`config.mk`:
```
export PLATFORM = sky130hd
export DESIGN_NAME = chunked_seq_adder
export DESIGN_NICKNAME = d
export VERILOG_FILES = /design/src/rtl/chunked_seq_adder.sv
export SDC_FILE = /design/constraint.sdc
export NUM_CORES = 1
export LEC_CHECK = 0
export BUFFER_PORTS_ARGS = -buffer_cell sky130_fd_sc_hd__buf_4
export CAP_MARGIN = 10
export CORE_ASPECT_RATIO = 1.75
export CORE_MARGIN = 10
export CORE_UTILIZATION = 41
export DETAILED_ROUTE_END_ITERATION = 8
export PLACE_DENSITY_LB_ADDON = 0.12
export SYNTH_ARGS = -nofsm -noshare
export SYNTH_HDL_FRONTEND = slang
export SYNTH_SLANG_ARGS = --single-unit
```
`constraint.sdc`:
```
create_clock -name clk -period 1.95 [get_ports clk]
set_input_delay 0.2925 -clock clk [delete_from_list [all_inputs] [get_ports clk]]
set_output_delay 0.2925 -clock clk [all_outputs]
set_load 0.03 [all_outputs]
```
`src/rtl/chunked_seq_adder.sv`:
```
// Multi-cycle adder/subtractor: CHUNK bits per clock, LSB chunk first, with the
// carry held in a register between cycles. Start/busy/done handshake.
//
// state  | meaning
// S_IDLE | waiting for start
// S_RUN  | adding one chunk per cycle, down-counter tracks chunks left
// S_DONE | result registers just loaded, done pulses for this cycle
module chunked_seq_adder #(
    parameter int WIDTH = 16,
    parameter int CHUNK = 4
) (
    input  logic             clk,
    input  logic             rst_n,
    input  logic             start,
    input  logic             sub,
    input  logic [WIDTH-1:0] a,
    input  logic [WIDTH-1:0] b,
    input  logic             cin,
    output logic             busy,
    output logic             done,
    output logic [WIDTH-1:0] sum,
    output logic             cout,
    output logic             ovf
);

    localparam int N     = WIDTH / CHUNK;
    localparam int CNT_W = (N > 1) ? $clog2(N) : 1;

    generate
        if ((WIDTH < 2) || (CHUNK < 1) || ((WIDTH % CHUNK) != 0)) begin : g_bad_param
            $error("chunked_seq_adder: WIDTH must be >= 2 and a multiple of CHUNK");
        end
    endgenerate

    typedef enum logic [1:0] {
        S_IDLE = 2'd0,
        S_RUN  = 2'd1,
        S_DONE = 2'd2
    } state_t;

    state_t state, state_nxt;

    logic [WIDTH-1:0] op_a;
    logic [WIDTH-1:0] op_b;
    logic [WIDTH-1:0] part;
    logic [WIDTH-1:0] part_nxt;
    logic             carry;
    logic [CNT_W-1:0] cnt;
    logic             accept;
    logic             last;
    logic [CHUNK-1:0] chunk_s;
    logic             chunk_co;
    logic             chunk_cm;

    assign accept = start && ((state == S_IDLE) || (state == S_DONE));
    assign last   = (cnt == '0);

    // One CHUNK-bit ripple built from full-adder equations; chunk_cm is the
    // carry into the chunk's top bit, which for the final chunk is the carry into the MSB.
    always_comb begin : ripple
        logic rc;
        rc       = carry;
        chunk_cm = carry;
        chunk_s  = '0;
        for (int i = 0; i < CHUNK; i++) begin
            if (i == CHUNK - 1) begin
                chunk_cm = rc;
            end
            chunk_s[i] = op_a[i] ^ op_b[i] ^ rc;
            rc         = (op_a[i] & op_b[i]) | (rc & (op_a[i] ^ op_b[i]));
        end
        chunk_co = rc;
    end

    // Partial result fills from the top; after N shifts the LSB chunk sits at bit 0.
    assign part_nxt = (part >> CHUNK) | (WIDTH'(chunk_s) << (WIDTH - CHUNK));

    always_ff @(posedge clk or negedge rst_n) begin
        if (!rst_n) begin
            state <= S_IDLE;
        end else begin
            state <= state_nxt;
        end
    end

    always_comb begin
        state_nxt = state;
        case (state)
            S_IDLE:  if (accept) state_nxt = S_RUN;
            S_RUN:   if (last) state_nxt = S_DONE;
            S_DONE:  state_nxt = accept ? S_RUN : S_IDLE;
            default: state_nxt = S_IDLE;
        endcase
    end

    always_comb begin
        busy = (state == S_RUN);
        done = (state == S_DONE);
    end

    always_ff @(posedge clk or negedge rst_n) begin
        if (!rst_n) begin
            op_a  <= '0;
            op_b  <= '0;
            part  <= '0;
            carry <= 1'b0;
            cnt   <= '0;
            sum   <= '0;
            cout  <= 1'b0;
            ovf   <= 1'b0;
        end else if (accept) begin
            op_a  <= a;
            op_b  <= b ^ {WIDTH{sub}};
            carry <= sub | cin;
            cnt   <= CNT_W'(N - 1);
            part  <= '0;
        end else if (state == S_RUN) begin
            op_a  <= op_a >> CHUNK;
            op_b  <= op_b >> CHUNK;
            carry <= chunk_co;
            part  <= part_nxt;
            cnt   <= cnt - CNT_W'(1);
            if (last) begin
                sum  <= part_nxt;
                cout <= chunk_co;
                ovf  <= chunk_cm ^ chunk_co;
            end
        end
    end

endmodule

```
==> key figures, run 1 <==
Clock tree
  • Clock buffers created by TritonCTS: 9
  • Maximum buffer depth of the clock tree: 2
  • CTS root buffer: sky130_fd_sc_hd__clkbuf_16
  • CTS H-tree depth: 3
  • Clock transition at the register clock pins on the worst setup and hold paths after CTS: 0.05 ns
  • Clock Latency Late Sink: 0.33 ns
  • Clock sink total: 67
  • CTS tree: built

Power and ir drop
  • Internal power of the cells: 4330 uW
  • Net switching share of the total power: 0.3715
  • Proportion of power drawn by the clock network: 0.214
  • Gate power share: 0.433
  • Net load switching power: 2559 uW
  • Leakage component of the power: 0.001777 uW
  • Final Total Pwr: 6889 uW
  • IR drop worst, VDD: 742.4 uV
  • Power per Cell Area: 1836 nW/um2
  • Relative contribution of sequential cells to total power: 0.353

Timing
  • Final hold viol count: 0
  • Max-slew violation count: 0
  • Max Clock Skew: 0.003312 ns
  • Tightest slew margin relative to the limit: 0.6072
  • Pin slew with the least headroom to its limit: 0.5892 ns
  • Clock period minus worst slack: 2.084 ns
  • Max Clock Freq: 479.7 MHz
  • Final Cycle Share: 1.069
  • RSZ-0062 raised after global routing: yes
  • Tightest hold margin: 0.1862 ns
  • Final setup margin: -0.1345 ns
  • Number of setup violations in the final report: 4

Floorplan
  • Area inside the core boundary: 6907 um2
  • Number of standard-cell rows in the floorplan: 40
  • Chip Height: 131.6 um
  • Width of the die: 83.76 um
  • Die outline area: 11020 um2
  • Initial Util: 0.4223
  • I/O pin total: 57

Flow run
  • Number of maximum-capacitance violations: 0

Global route
  • Overall track demand over capacity in global routing: 0.1260
  • Gr ovfl total: 0
  • Number of global-route vias before repair: 2233
  • Antenna violations before repair: 0
  • Largest net degree at the start of global routing: 42
  • Global-route wire length before repair: 11.33 mm

Route
  • Drt drc: 0
  • Vias per Instance: 5.129
  • WL final: 6.587 mm
  • First-pass detailed-route iteration total: 4
  • Number of design-rule violations left by the first detailed-router iteration: 85
  • Wire length per cell: 16.63 um
  • Final ANT Viol Nets: 0
  • Via total after detailed routing: 2031

Cells and area
  • Area of all sequential standard cells: 1677 um2
  • Nets@finish: 349
  • Finished Core Util: 0.5433
  • FILL cells: 648
  • Diode insertion count for antenna repair: 0
  • Final cell count without fillers: 396
  • Multi-input combinational cell area: 1106 um2
  • Proportion of layout cells with a drive suffix above 1: 0.3494
  • Layout overhead on the synthesized area: 28.66%

Critical path
  • Maximum fanout count along the critical path: 2
  • Arr. time, crit path: 2.34 ns
  • Type of the worst setup path: flop to flop
  • Sort of element at the start of the critical path: flop
  • Element type at the critical path end: flop
  • Data required, critical path: 2.20 ns

Synth
  • Syn Std Cell Area: 2917 um2
  • Most used flip-flop cell after synthesis: sky130_fd_sc_hd__dfrtp_1
  • Synth top area cells: sky130_fd_sc_hd__dfrtp_1 57%, sky130_fd_sc_hd__mux2_2 5.4%, sky130_fd_sc_hd__a221o_1 4.8%, sky130_fd_sc_hd__xnor2_1 4.8%, sky130_fd_sc_hd__a22o_1 4.2%
  • Most common cell in the netlist: sky130_fd_sc_hd__dfrtp_1
  • Top post-synthesis cells by count: 67 x sky130_fd_sc_hd__dfrtp_1, 24 x sky130_fd_sc_hd__nor2_1, 23 x sky130_fd_sc_hd__nand2_1
  • Mean instance size in the synthesized netlist: 11.95 um2
  • Async SR Flop Fraction: 1.000
  • Gate count of the mapped netlist: 244
  • Cell taking the most area after synthesis: sky130_fd_sc_hd__dfrtp_1
  • Portion of synthesized cell area occupied by the leading cell type: 0.5749
  • Synth cell types: 30
  • Net count after synthesis: 286
  • #FFs+latches synth: 67
  • Number of flops mapped to enable cells by yosys: 0
  • Count of yosys warnings during synthesis: 0
  • Sequential-to-total area share from yosys stat: 0.5749

Outcome
  • Result of the run: finished with violations
  • Violations in the final reports: setup timing

Min path
  • Worst hold-check path type: input port to flop

Placed design
  • Number of I/O port buffers: 56
  • Placed wire-length estimate: 4.678 mm
  • Placed cells: 375
  • Gpl congestion: 0.7362
## final cells by class
class	instances	area share
tap	84	0.02801
timing repair buffer	70	0.1450
clock inverter	2	0.002668
sequential	67	0.4468
multi-input combinational	148	0.2948
inverter	11	0.01234
clock buffer	14	0.07036
## placed cells by master (no fill, tap or decap), types with 2 or more instances in the layout
master and n:
sky130_fd_sc_hd__a31oi_1 8, sky130_fd_sc_hd__buf_4 67, sky130_fd_sc_hd__o21ai_0 4, sky130_fd_sc_hd__inv_1 6, sky130_fd_sc_hd__inv_2 4, sky130_fd_sc_hd__a221o_1 14
sky130_fd_sc_hd__nand2_1 23, sky130_fd_sc_hd__clkbuf_16 9, sky130_fd_sc_hd__o211ai_1 2, sky130_fd_sc_hd__a22o_1 14, sky130_fd_sc_hd__mux2_2 14, sky130_fd_sc_hd__clkinv_2 2
sky130_fd_sc_hd__a22oi_1 2, sky130_fd_sc_hd__nand2b_1 2, sky130_fd_sc_hd__clkbuf_8 2, sky130_fd_sc_hd__clkbuf_1 3, sky130_fd_sc_hd__nor3_1 3, sky130_fd_sc_hd__nor2_1 24
sky130_fd_sc_hd__xnor2_1 16, sky130_fd_sc_hd__a211oi_1 4, sky130_fd_sc_hd__fa_2 4, sky130_fd_sc_hd__dfrtp_1 67, sky130_fd_sc_hd__nand3_1 3
## through the flow
step | setup TNS [ns] | worst slack (ns) | instance area [um2]
after floorplan | -0.1108 | -0.05921 | 2924
after CTS | -0.3084 | -0.1114 | 3727
after global routing | -0.7056 | -0.2095 | 3752
final | -0.3384 | -0.1345 | 3752
after detailed placement | -0.3992 | -0.1666 | 3422
after global placement | -0.2325 | -0.09542 | 3422
## flip-flops by register name, indices dropped and copies added, names as in the netlist
signal,count
op_a,16
op_b,16
sum,16
part,12
cnt,2
state,2
carry,1
cout,1
ovf,1
## worst paths after layout
| path | start | end | slack [ns] | cells after the start |
|---|---|---|---|---|
| hold / removal | a[12] | op_a[12]$_DFFE_PN0P_ | 0.19 | 2 |
| min in group asynchronous | rst_n | op_a[4]$_DFFE_PN0P_ | 0.43 | 2 |
| setup reg to reg | op_a[0]$_DFFE_PN0P_ | part[15]$_DFFE_PN0P_ | -0.13 | 8 |
| setup / recovery | op_a[0]$_DFFE_PN0P_ | part[15]$_DFFE_PN0P_ | -0.13 | 8 |
| max in group asynchronous | rst_n | sum[14]$_DFFE_PN0P_ | 0.99 | 3 |
| hold reg to reg | cnt[0]$_DFFE_PN0P_ | cnt[0]$_DFFE_PN0P_ | 0.47 | 1 |
## per-layer routing
| metal | global-route usage | wire [um] |
|---|---|---|
| met1 | 0.1408 | 2706 |
| met2 | 0.2080 | 3399 |
| met3 | 0.04703 | 361 |
| met4 | 0.05327 | 120 |
| met5 | 0 | 0 |
## cells by family (layout without fill, tap and decap cells)
kind of cell | Yosys count | after routing | share of synthesized area
AOI/OAI and AO/OA | 53 | 53 | 0.1459
xor gates and xnor gates | 17 | 17 | 0.05105
adders and majority gates | 5 | 5 | 0.03175
buffers and inverters | 29 | 97 | 0.05277
DFF | 67 | 67 | 0.5749
muxes | 14 | 14 | 0.05405
and+or+nand+nor | 59 | 59 | 0.08966
## power by group through the flow
stage	combinational [uW]	sequential, uW	clock [uW]
floorplan	1810	2660	0
global placement	2830	2440	0
detailed placement	2880	2460	0
CTS	2950	2440	1500
global route	3330	2530	1570
finish	2980	2430	1470
## worst max-delay path: stages, from the launching register on
cell and delay [ns]:
sky130_fd_sc_hd__dfrtp_1 0.37, sky130_fd_sc_hd__inv_2 0.08, sky130_fd_sc_hd__fa_2 0.20, sky130_fd_sc_hd__inv_2 0.04, sky130_fd_sc_hd__fa_2 0.34, sky130_fd_sc_hd__fa_2 0.35, sky130_fd_sc_hd__inv_2 0.06, sky130_fd_sc_hd__fa_2 0.44
sky130_fd_sc_hd__o2bb2ai_2 0.12
## timing repair
action / CTS / global route
pin swaps: 1 / 3
setup endpoints to repair: 4 / 6
gates resized for setup: 2 / 4
hold buffers: 1 / 0
endpoints found under the hold margin: 26 / 0
setup buffers: 2 / 2
No activity file was read; power rests on OpenSTA's default activity.
==> run 2, diff against run 1 <==
--- a/config.mk
+++ b/config.mk
@@ -10,6 +10,7 @@
 export CORE_ASPECT_RATIO = 1.75
 export CORE_MARGIN = 10
 export CORE_UTILIZATION = 41
+export CTS_BUF_LIST = sky130_fd_sc_hd__clkbuf_16
 export DETAILED_ROUTE_END_ITERATION = 8
 export PLACE_DENSITY_LB_ADDON = 0.12
 export SYNTH_ARGS = -nofsm -noshare
==> constraint.sdc (replaced) <==
create_clock -name clk -period 1.95 [get_ports clk]
set_input_delay 0.2925 -clock clk [delete_from_list [all_inputs] [get_ports clk]]
set_output_delay 0.2925 -clock clk [all_outputs]
set_load 0.01 [all_outputs]
==> run 2 against run 1 <==
The run still ends with setup timing left. Global-route usage is essentially flat. Core utilization decreased by 0.29 points. Via count grew 0.34%. Sequential share of layout area up 0.24 points. Final area decreased by 0.53%. Critical endpoint unchanged. Largest cell class unchanged.
==> key figures, run 2 (synthesis results as in run 1) <==
Route
  • Wire length per cell: 16.61 um (-0.12%)
  • Drt drc: 0 (unchanged)
  • Final ANT Viol Nets: 0 (unchanged)
  • First-pass detailed-route iteration total: 4 (unchanged)
  • Number of design-rule violations left by the first detailed-router iteration: 84 (-1.2%)
  • WL final: 6.579 mm (-0.12%)
  • Vias per Instance: 5.146 (+0.34%)
  • Via total after detailed routing: 2038 (+0.34%)

Cells and area
  • Biggest registers after layout: op_a (16), op_b (16), sum (16)
  • Commonest cells after routing, fill and taps aside: 67 x sky130_fd_sc_hd__dfrtp_1, 67 x sky130_fd_sc_hd__buf_4, 24 x sky130_fd_sc_hd__nor2_1
  • Finished Core Util: 0.5404 (-0.002898)
  • Multi-input combinational cell area: 1106 um2 (unchanged)
  • FILL cells: 652 (+0.62%)
  • Final cell count without fillers: 396 (unchanged)
  • Proportion of layout cells with a drive suffix above 1: 0.3429 (-0.006410)
  • Layout overhead on the synthesized area: 27.97%
  • Nets@finish: 349 (unchanged)
  • Area of all sequential standard cells: 1677 um2 (unchanged)
  • Diode insertion count for antenna repair: 0 (unchanged)

Critical path
  • Maximum fanout count along the critical path: 2 (unchanged)
  • Arr. time, crit path: 2.34 ns (about the same)
  • Critical-path top delay cell: sky130_fd_sc_hd__fa_2
  • CP delay by family, top: adder cells
  • Type of the worst setup path: flop to flop
  • Data required, critical path: 2.20 ns (about the same)
  • Sort of element at the start of the critical path: flop
  • Critical path cell sequence: inv_2 -> fa_2 -> inv_2 -> fa_2 -> fa_2 -> inv_2 -> fa_2 -> o2bb2ai_2
  • Number of buffers and inverters on the critical path: 3 (unchanged)
  • Element type at the critical path end: flop
  • Most numerous cell on the critical path: sky130_fd_sc_hd__fa_2
  • Delay of the slowest critical-path stage: 0.44 ns (about the same)

Timing
  • Tightest hold margin: 0.1881 ns (+0.001857 ns)
  • Tightest slew margin relative to the limit: 0.6160 (+0.008783)
  • Setup TNS: -0.3367 ns (+0.001744 ns)
  • Final Cycle Share: 1.069 (about the same)
  • Max Clock Skew: 0.002969 ns (-0.0003430 ns)
  • Final setup margin: -0.1341 ns (+0.0003610 ns)
  • Final hold viol count: 0 (unchanged)
  • Pin slew with the least headroom to its limit: 0.5760 ns (-0.01317 ns)
  • RSZ-0062 raised after global routing: yes
  • Max-slew violation count: 0 (unchanged)
  • Clock period minus worst slack: 2.084 ns (-0.0003610 ns)
  • Number of setup violations in the final report: 4 (unchanged)
  • Max Clock Freq: 479.8 MHz (about the same)

Outcome
  • Violations in the final reports: setup timing
  • Result of the run: finished with violations

Global route
  • Overall track demand over capacity in global routing: 0.1262 (+0.0002534)
  • Gr ovfl total: 0 (unchanged)
  • Number of global-route vias before repair: 2243 (+0.45%)
  • Largest net degree at the start of global routing: 42 (unchanged)
  • Antenna violations before repair: 0 (unchanged)
  • Global-route wire length before repair: 11.34 mm (about the same)

Placed design
  • Gpl congestion: 0.7362 (unchanged)
  • Number of I/O port buffers: 56 (unchanged)
  • Placed wire-length estimate: 4.678 mm (unchanged)
  • Placed cells: 375 (unchanged)

Power and ir drop
  • Net load switching power: 2280 uW (-11%)
  • Leakage component of the power: 0.001778 uW (about the same)
  • Power per Cell Area: 1743 nW/um2 (-5.1%)
  • Relative contribution of sequential cells to total power: 0.374 (+0.021)
  • Net switching share of the total power: 0.3504 (-0.02103)
  • IR drop worst, VDD: 733.9 uV (-1.1%)
  • Internal power of the cells: 4226 uW (-2.4%)
  • Gate power share: 0.414 (-0.019)
  • Proportion of power drawn by the clock network: 0.211 (-0.003)

Clock tree
  • Clock sink total: 67 (unchanged)
  • CTS tree: built
  • CTS root buffer: sky130_fd_sc_hd__clkbuf_16
  • Clock buffers created by TritonCTS: 9 (unchanged)
  • CTS H-tree depth: 3 (unchanged)
  • Clock transition at the register clock pins on the worst setup and hold paths after CTS: 0.05 ns (about the same)
  • Clock Latency Late Sink: 0.33 ns (about the same)
  • Maximum buffer depth of the clock tree: 2 (unchanged)

Floorplan
  • Width of the die: 83.76 um (unchanged)
  • I/O pin total: 57 (unchanged)
  • Initial Util: 0.4223 (unchanged)
  • Die outline area: 11020 um2 (unchanged)
  • Chip Height: 131.6 um (unchanged)
  • Area inside the core boundary: 6907 um2 (unchanged)
  • Number of standard-cell rows in the floorplan: 40 (unchanged)

Min path
  • Worst hold-check path type: input port to flop

Flow run
  • Number of maximum-capacitance violations: 0 (unchanged)
run 2: changes by cell type in the layout (fill, tap and decap cells not counted):
cell	change
sky130_fd_sc_hd__clkbuf_1	-3
sky130_fd_sc_hd__clkbuf_8	-2
sky130_fd_sc_hd__clkinv_1	+2
sky130_fd_sc_hd__inv_1	+3
run 2: worst paths after layout:
kind	from	cells past startpoint	slack (ns)	to
max	op_a[0]$_DFFE_PN0P_	8	-0.13	part[15]$_DFFE_PN0P_
min	a[12]	2	0.19	op_a[12]$_DFFE_PN0P_
max reg2reg	op_a[0]$_DFFE_PN0P_	8	-0.13	part[15]$_DFFE_PN0P_
min in group asynchronous	rst_n	2	0.43	op_a[4]$_DFFE_PN0P_
min reg2reg	cnt[0]$_DFFE_PN0P_	1	0.47	cnt[0]$_DFFE_PN0P_
max in group asynchronous	rst_n	3	0.99	sum[14]$_DFFE_PN0P_
run 2: cell type report:
| type | instances | area share |
|---|---|---|
| multi-input cells | 148 | 0.2963 |
| clock buffers | 9 | 0.06034 |
| well taps | 84 | 0.02816 |
| flip-flops and latches | 67 | 0.4492 |
| clock inverters | 7 | 0.007710 |
| inverters | 11 | 0.01240 |
| repair buffers | 70 | 0.1458 |
run 2: stage by stage:
stage / setup WS (ns) / instance area, um2 / power, uW
2_1_floorplan: -0.05921 / 2924 / 4199
3_3_place_gp: -0.09542 / 3422 / 4984
3_5_place_dp: -0.1666 / 3422 / 5058
4_1_cts: -0.1116 / 3707 / 6517
5_1_grt: -0.2096 / 3732 / 7050
6_report: -0.1341 / 3732 / 6506
run 2: power by group through the flow:
stage | logic [uW] | clock network (uW) | registers, uW
6_report | 2700 | 1370 | 2440
3_5_place_dp | 2600 | 0 | 2460
2_1_floorplan | 1790 | 0 | 2410
5_1_grt | 3050 | 1470 | 2530
4_1_cts | 2670 | 1410 | 2450
3_3_place_gp | 2540 | 0 | 2440
run 2: what timing repair did:
action | in CTS | in global routing
endpoints found under the setup margin | 4 | 6
resized for setup | 2 | 4
setup buffers | 2 | 2
hold endpoints to repair | 26 | 0
hold buffers | 1 | 0
pin swaps | 1 | 3
run 2: per-layer routing:
layer	wire length [um]	up-vias	global-route usage
li1	-	984	-
met3	368	10	0.04703
met5	0	-	0
met1	2687	992	0.1408
met2	3402	52	0.2089
met4	121	0	0.05327
run 2: worst reg2reg max path, stage by stage, from the launching register on:
cell                        delay [ns]
sky130_fd_sc_hd__dfrtp_1          0.37
sky130_fd_sc_hd__inv_2            0.08
sky130_fd_sc_hd__fa_2             0.20
sky130_fd_sc_hd__inv_2            0.04
sky130_fd_sc_hd__fa_2             0.34
sky130_fd_sc_hd__fa_2             0.35
sky130_fd_sc_hd__inv_2            0.06
sky130_fd_sc_hd__fa_2             0.44
sky130_fd_sc_hd__o2bb2ai_2        0.13
==> run 3, diff against run 2 <==
--- a/config.mk
+++ b/config.mk
@@ -6,13 +6,14 @@
 export NUM_CORES = 1
 export LEC_CHECK = 0
 export BUFFER_PORTS_ARGS = -buffer_cell sky130_fd_sc_hd__buf_4
-export CAP_MARGIN = 10
+export CAP_MARGIN = 0
 export CORE_ASPECT_RATIO = 1.75
 export CORE_MARGIN = 10
 export CORE_UTILIZATION = 41
 export CTS_BUF_LIST = sky130_fd_sc_hd__clkbuf_16
 export DETAILED_ROUTE_END_ITERATION = 8
 export PLACE_DENSITY_LB_ADDON = 0.12
+export SETUP_SLACK_MARGIN = 0.02
 export SYNTH_ARGS = -nofsm -noshare
 export SYNTH_HDL_FRONTEND = slang
 export SYNTH_SLANG_ARGS = --single-unit
==> run 3 against run 2 <==
The run still ends with setup timing left. Register-to-register slack hardly changed. First-iteration DRC count is 8.3% higher. Clock-buffer cell count stayed put. Final area is 0.10% lower. Combinational power hardly changed. Sequential power hardly changed. Total power is 0.20% lower. Maximum frequency hardly changed. Global-route usage stayed put. Die area stayed put. Routed wire length is 0.11% higher. Critical path type unchanged. Largest power group unchanged.
==> key figures, run 3 (synthesis results as in run 1) <==
Global route
  • Layer with the highest usage: met2
  • Gr ovfl total: 0 (unchanged)
  • Global-route wire length before repair: 11.34 mm (unchanged)
  • Number of global-route vias before repair: 2243 (unchanged)
  • Global-route met3 utilization: 0.04703 (unchanged)
  • Met1 Track Usage GR: 0.1408 (unchanged)
  • Largest net degree at the start of global routing: 42 (unchanged)
  • Antenna violations before repair: 0 (unchanged)
  • Overall track demand over capacity in global routing: 0.1262 (unchanged)
  • Met2 track demand over resource in global routing: 0.2089 (unchanged)

Cells and area
  • Commonest cells after routing, fill and taps aside: 68 x sky130_fd_sc_hd__buf_4, 67 x sky130_fd_sc_hd__dfrtp_1, 24 x sky130_fd_sc_hd__nor2_1
  • Layout overhead on the synthesized area: 27.84%
  • FILL cells: 649 (-0.46%)
  • Most common library cell in the layout ignoring fill and taps: sky130_fd_sc_hd__buf_4
  • Biggest registers after layout: op_a (16), op_b (16), sum (16)
  • Multi-input combinational cell area: 1106 um2 (unchanged)
  • Area of all sequential standard cells: 1677 um2 (unchanged)
  • Nets@finish: 349 (unchanged)
  • Final cell count without fillers: 396 (unchanged)
  • Diode insertion count for antenna repair: 0 (unchanged)
  • Proportion of layout cells with a drive suffix above 1: 0.3429 (unchanged)

Power and ir drop
  • Power per Cell Area: 1741 nW/um2 (about the same)
  • Leakage component of the power: 0.001777 uW (about the same)
  • Internal power of the cells: 4214 uW (-0.28%)
  • Gate power share: 0.413 (about the same)
  • IR drop worst, VDD: 736.5 uV (+0.35%)
  • Proportion of power drawn by the clock network: 0.212 (about the same)
  • Net switching share of the total power: 0.3510 (+0.0005236)
  • Relative contribution of sequential cells to total power: 0.375 (about the same)
  • Net load switching power: 2279 uW (about the same)
  • Final Total Pwr: 6493 uW (-0.20%)

Timing
  • Setup TNS: -0.3246 ns (+0.01208 ns)
  • Final hold viol count: 0 (unchanged)
  • Tightest slew margin relative to the limit: 0.6125 (-0.003442)
  • Final setup margin: -0.1341 ns (+0.00002200 ns)
  • Pin slew with the least headroom to its limit: 0.5812 ns (+0.005163 ns)
  • Max Clock Freq: 479.8 MHz (about the same)
  • Final Cycle Share: 1.069 (about the same)
  • Clock period minus worst slack: 2.084 ns (-0.00002200 ns)
  • Max-slew violation count: 0 (unchanged)
  • Max Clock Skew: 0.003081 ns (+0.0001115 ns)
  • Number of setup violations in the final report: 4 (unchanged)
  • RSZ-0062 raised after global routing: yes

Placed design
  • Placed cells: 375 (unchanged)
  • Number of I/O port buffers: 56 (unchanged)
  • Gpl congestion: 0.7362 (unchanged)
  • Placed wire-length estimate: 4.678 mm (unchanged)
  • Post-Place Setup Slack: -0.1666 ns (unchanged)

Route
  • Vias per Instance: 5.141 (about the same)
  • Number of design-rule violations left by the first detailed-router iteration: 91 (+8.3%)
  • WL final: 6.586 mm (+0.11%)
  • Drt drc: 0 (unchanged)
  • Wire length per cell: 16.63 um (+0.11%)
  • Final ANT Viol Nets: 0 (unchanged)
  • First-pass detailed-route iteration total: 4 (unchanged)
  • Via total after detailed routing: 2036 (-0.098%)

Floorplan
  • Width of the die: 83.76 um (unchanged)
  • Area inside the core boundary: 6907 um2 (unchanged)
  • Chip Height: 131.6 um (unchanged)
  • Die outline area: 11020 um2 (unchanged)
  • I/O pin total: 57 (unchanged)
  • Initial Util: 0.4223 (unchanged)
  • Number of standard-cell rows in the floorplan: 40 (unchanged)

Clock tree
  • Clock transition at the register clock pins on the worst setup and hold paths after CTS: 0.05 ns (about the same)
  • Clock buffers created by TritonCTS: 9 (unchanged)
  • CTS H-tree depth: 3 (unchanged)
  • Maximum buffer depth of the clock tree: 2 (unchanged)
  • Clock Latency Late Sink: 0.33 ns (about the same)
  • CTS tree: built
  • Clock sink total: 67 (unchanged)
  • CTS root buffer: sky130_fd_sc_hd__clkbuf_16

Critical path
  • Sort of element at the start of the critical path: flop
  • Data required, critical path: 2.20 ns (about the same)
  • Arr. time, crit path: 2.34 ns (about the same)
  • Element type at the critical path end: flop
  • Maximum fanout count along the critical path: 2 (unchanged)
  • Type of the worst setup path: flop to flop

Min path
  • Worst hold-check path type: input port to flop

Outcome
  • Violations in the final reports: setup timing
  • Result of the run: finished with violations

Flow run
  • Number of maximum-capacitance violations: 0 (unchanged)
## run 3: cell types whose count changed in the layout (fill, tap and decap cells not counted)
cell,previous run,this run
sky130_fd_sc_hd__buf_6,1,0
sky130_fd_sc_hd__buf_4,67,68
## run 3: what timing repair did
item / 4_1_cts / 5_1_grt
buffers inserted: 2 / 2
hold buffers: 1 / 0
pin swaps: 2 / 2
endpoints found under the hold margin: 26 / 0
setup endpoints to repair: 5 / 7
gates resized for setup: 2 / 3
## run 3: cell type report
type / instances / share of cell area
Multi-Input combinational cell: 148 / 0.2966
Clock inverter: 7 / 0.007718
Timing Repair Buffer: 70 / 0.1450
Sequential cell: 67 / 0.4497
Tap cell: 84 / 0.02819
Clock buffer: 9 / 0.06040
Inverter: 11 / 0.01242
## run 3: worst paths after layout
| path | cells past startpoint | to | slack, ns | start |
|---|---|---|---|---|
| min in group asynchronous | 2 | op_a[4]$_DFFE_PN0P_ | 0.43 | rst_n |
| hold reg to reg | 1 | cnt[0]$_DFFE_PN0P_ | 0.47 | cnt[0]$_DFFE_PN0P_ |
| hold / removal | 2 | op_a[12]$_DFFE_PN0P_ | 0.19 | a[12] |
| setup reg to reg | 8 | part[15]$_DFFE_PN0P_ | -0.13 | op_a[0]$_DFFE_PN0P_ |
| max in group asynchronous | 3 | sum[14]$_DFFE_PN0P_ | 0.99 | rst_n |
| setup / recovery | 8 | part[15]$_DFFE_PN0P_ | -0.13 | op_a[0]$_DFFE_PN0P_ |
## run 3: metrics by stage
stage	instance area (um2)	util	hold WS, ns
after CTS	3707	0.5368	0.1826
final	3729	0.5399	0.1880
after global placement	3422	0.4955	0.2414
after floorplan	2924	-	-0.003091
after global routing	3729	0.5399	0.1780
after detailed placement	3422	0.4955	0.2415
## run 3: power groups by stage
stage               Sequential [uW]  Clock (uW)  Combinational [uW]
floorplan                      2410           0                1790
global placement               2440           0                2540
detailed placement             2460           0                2600
CTS                            2450        1410                2660
global route                   2530        1470                3030
finish                         2440        1380                2680
## run 3: routing by layer
metal | vias up | share of wire | wire length (um)
li1 | 984 | - | -
met1 | 991 | 0.41 | 2693
met2 | 51 | 0.52 | 3409
met3 | 10 | 0.055 | 362
met4 | 0 | 0.018 | 121
met5 | - | 0 | 0
## run 3: worst max-delay path: stages (launching register included)
cell,delay [ns]
sky130_fd_sc_hd__dfrtp_1,0.37
sky130_fd_sc_hd__inv_2,0.08
sky130_fd_sc_hd__fa_2,0.20
sky130_fd_sc_hd__inv_2,0.04
sky130_fd_sc_hd__fa_2,0.34
sky130_fd_sc_hd__fa_2,0.35
sky130_fd_sc_hd__inv_2,0.06
sky130_fd_sc_hd__fa_2,0.44
sky130_fd_sc_hd__o2bb2ai_2,0.12
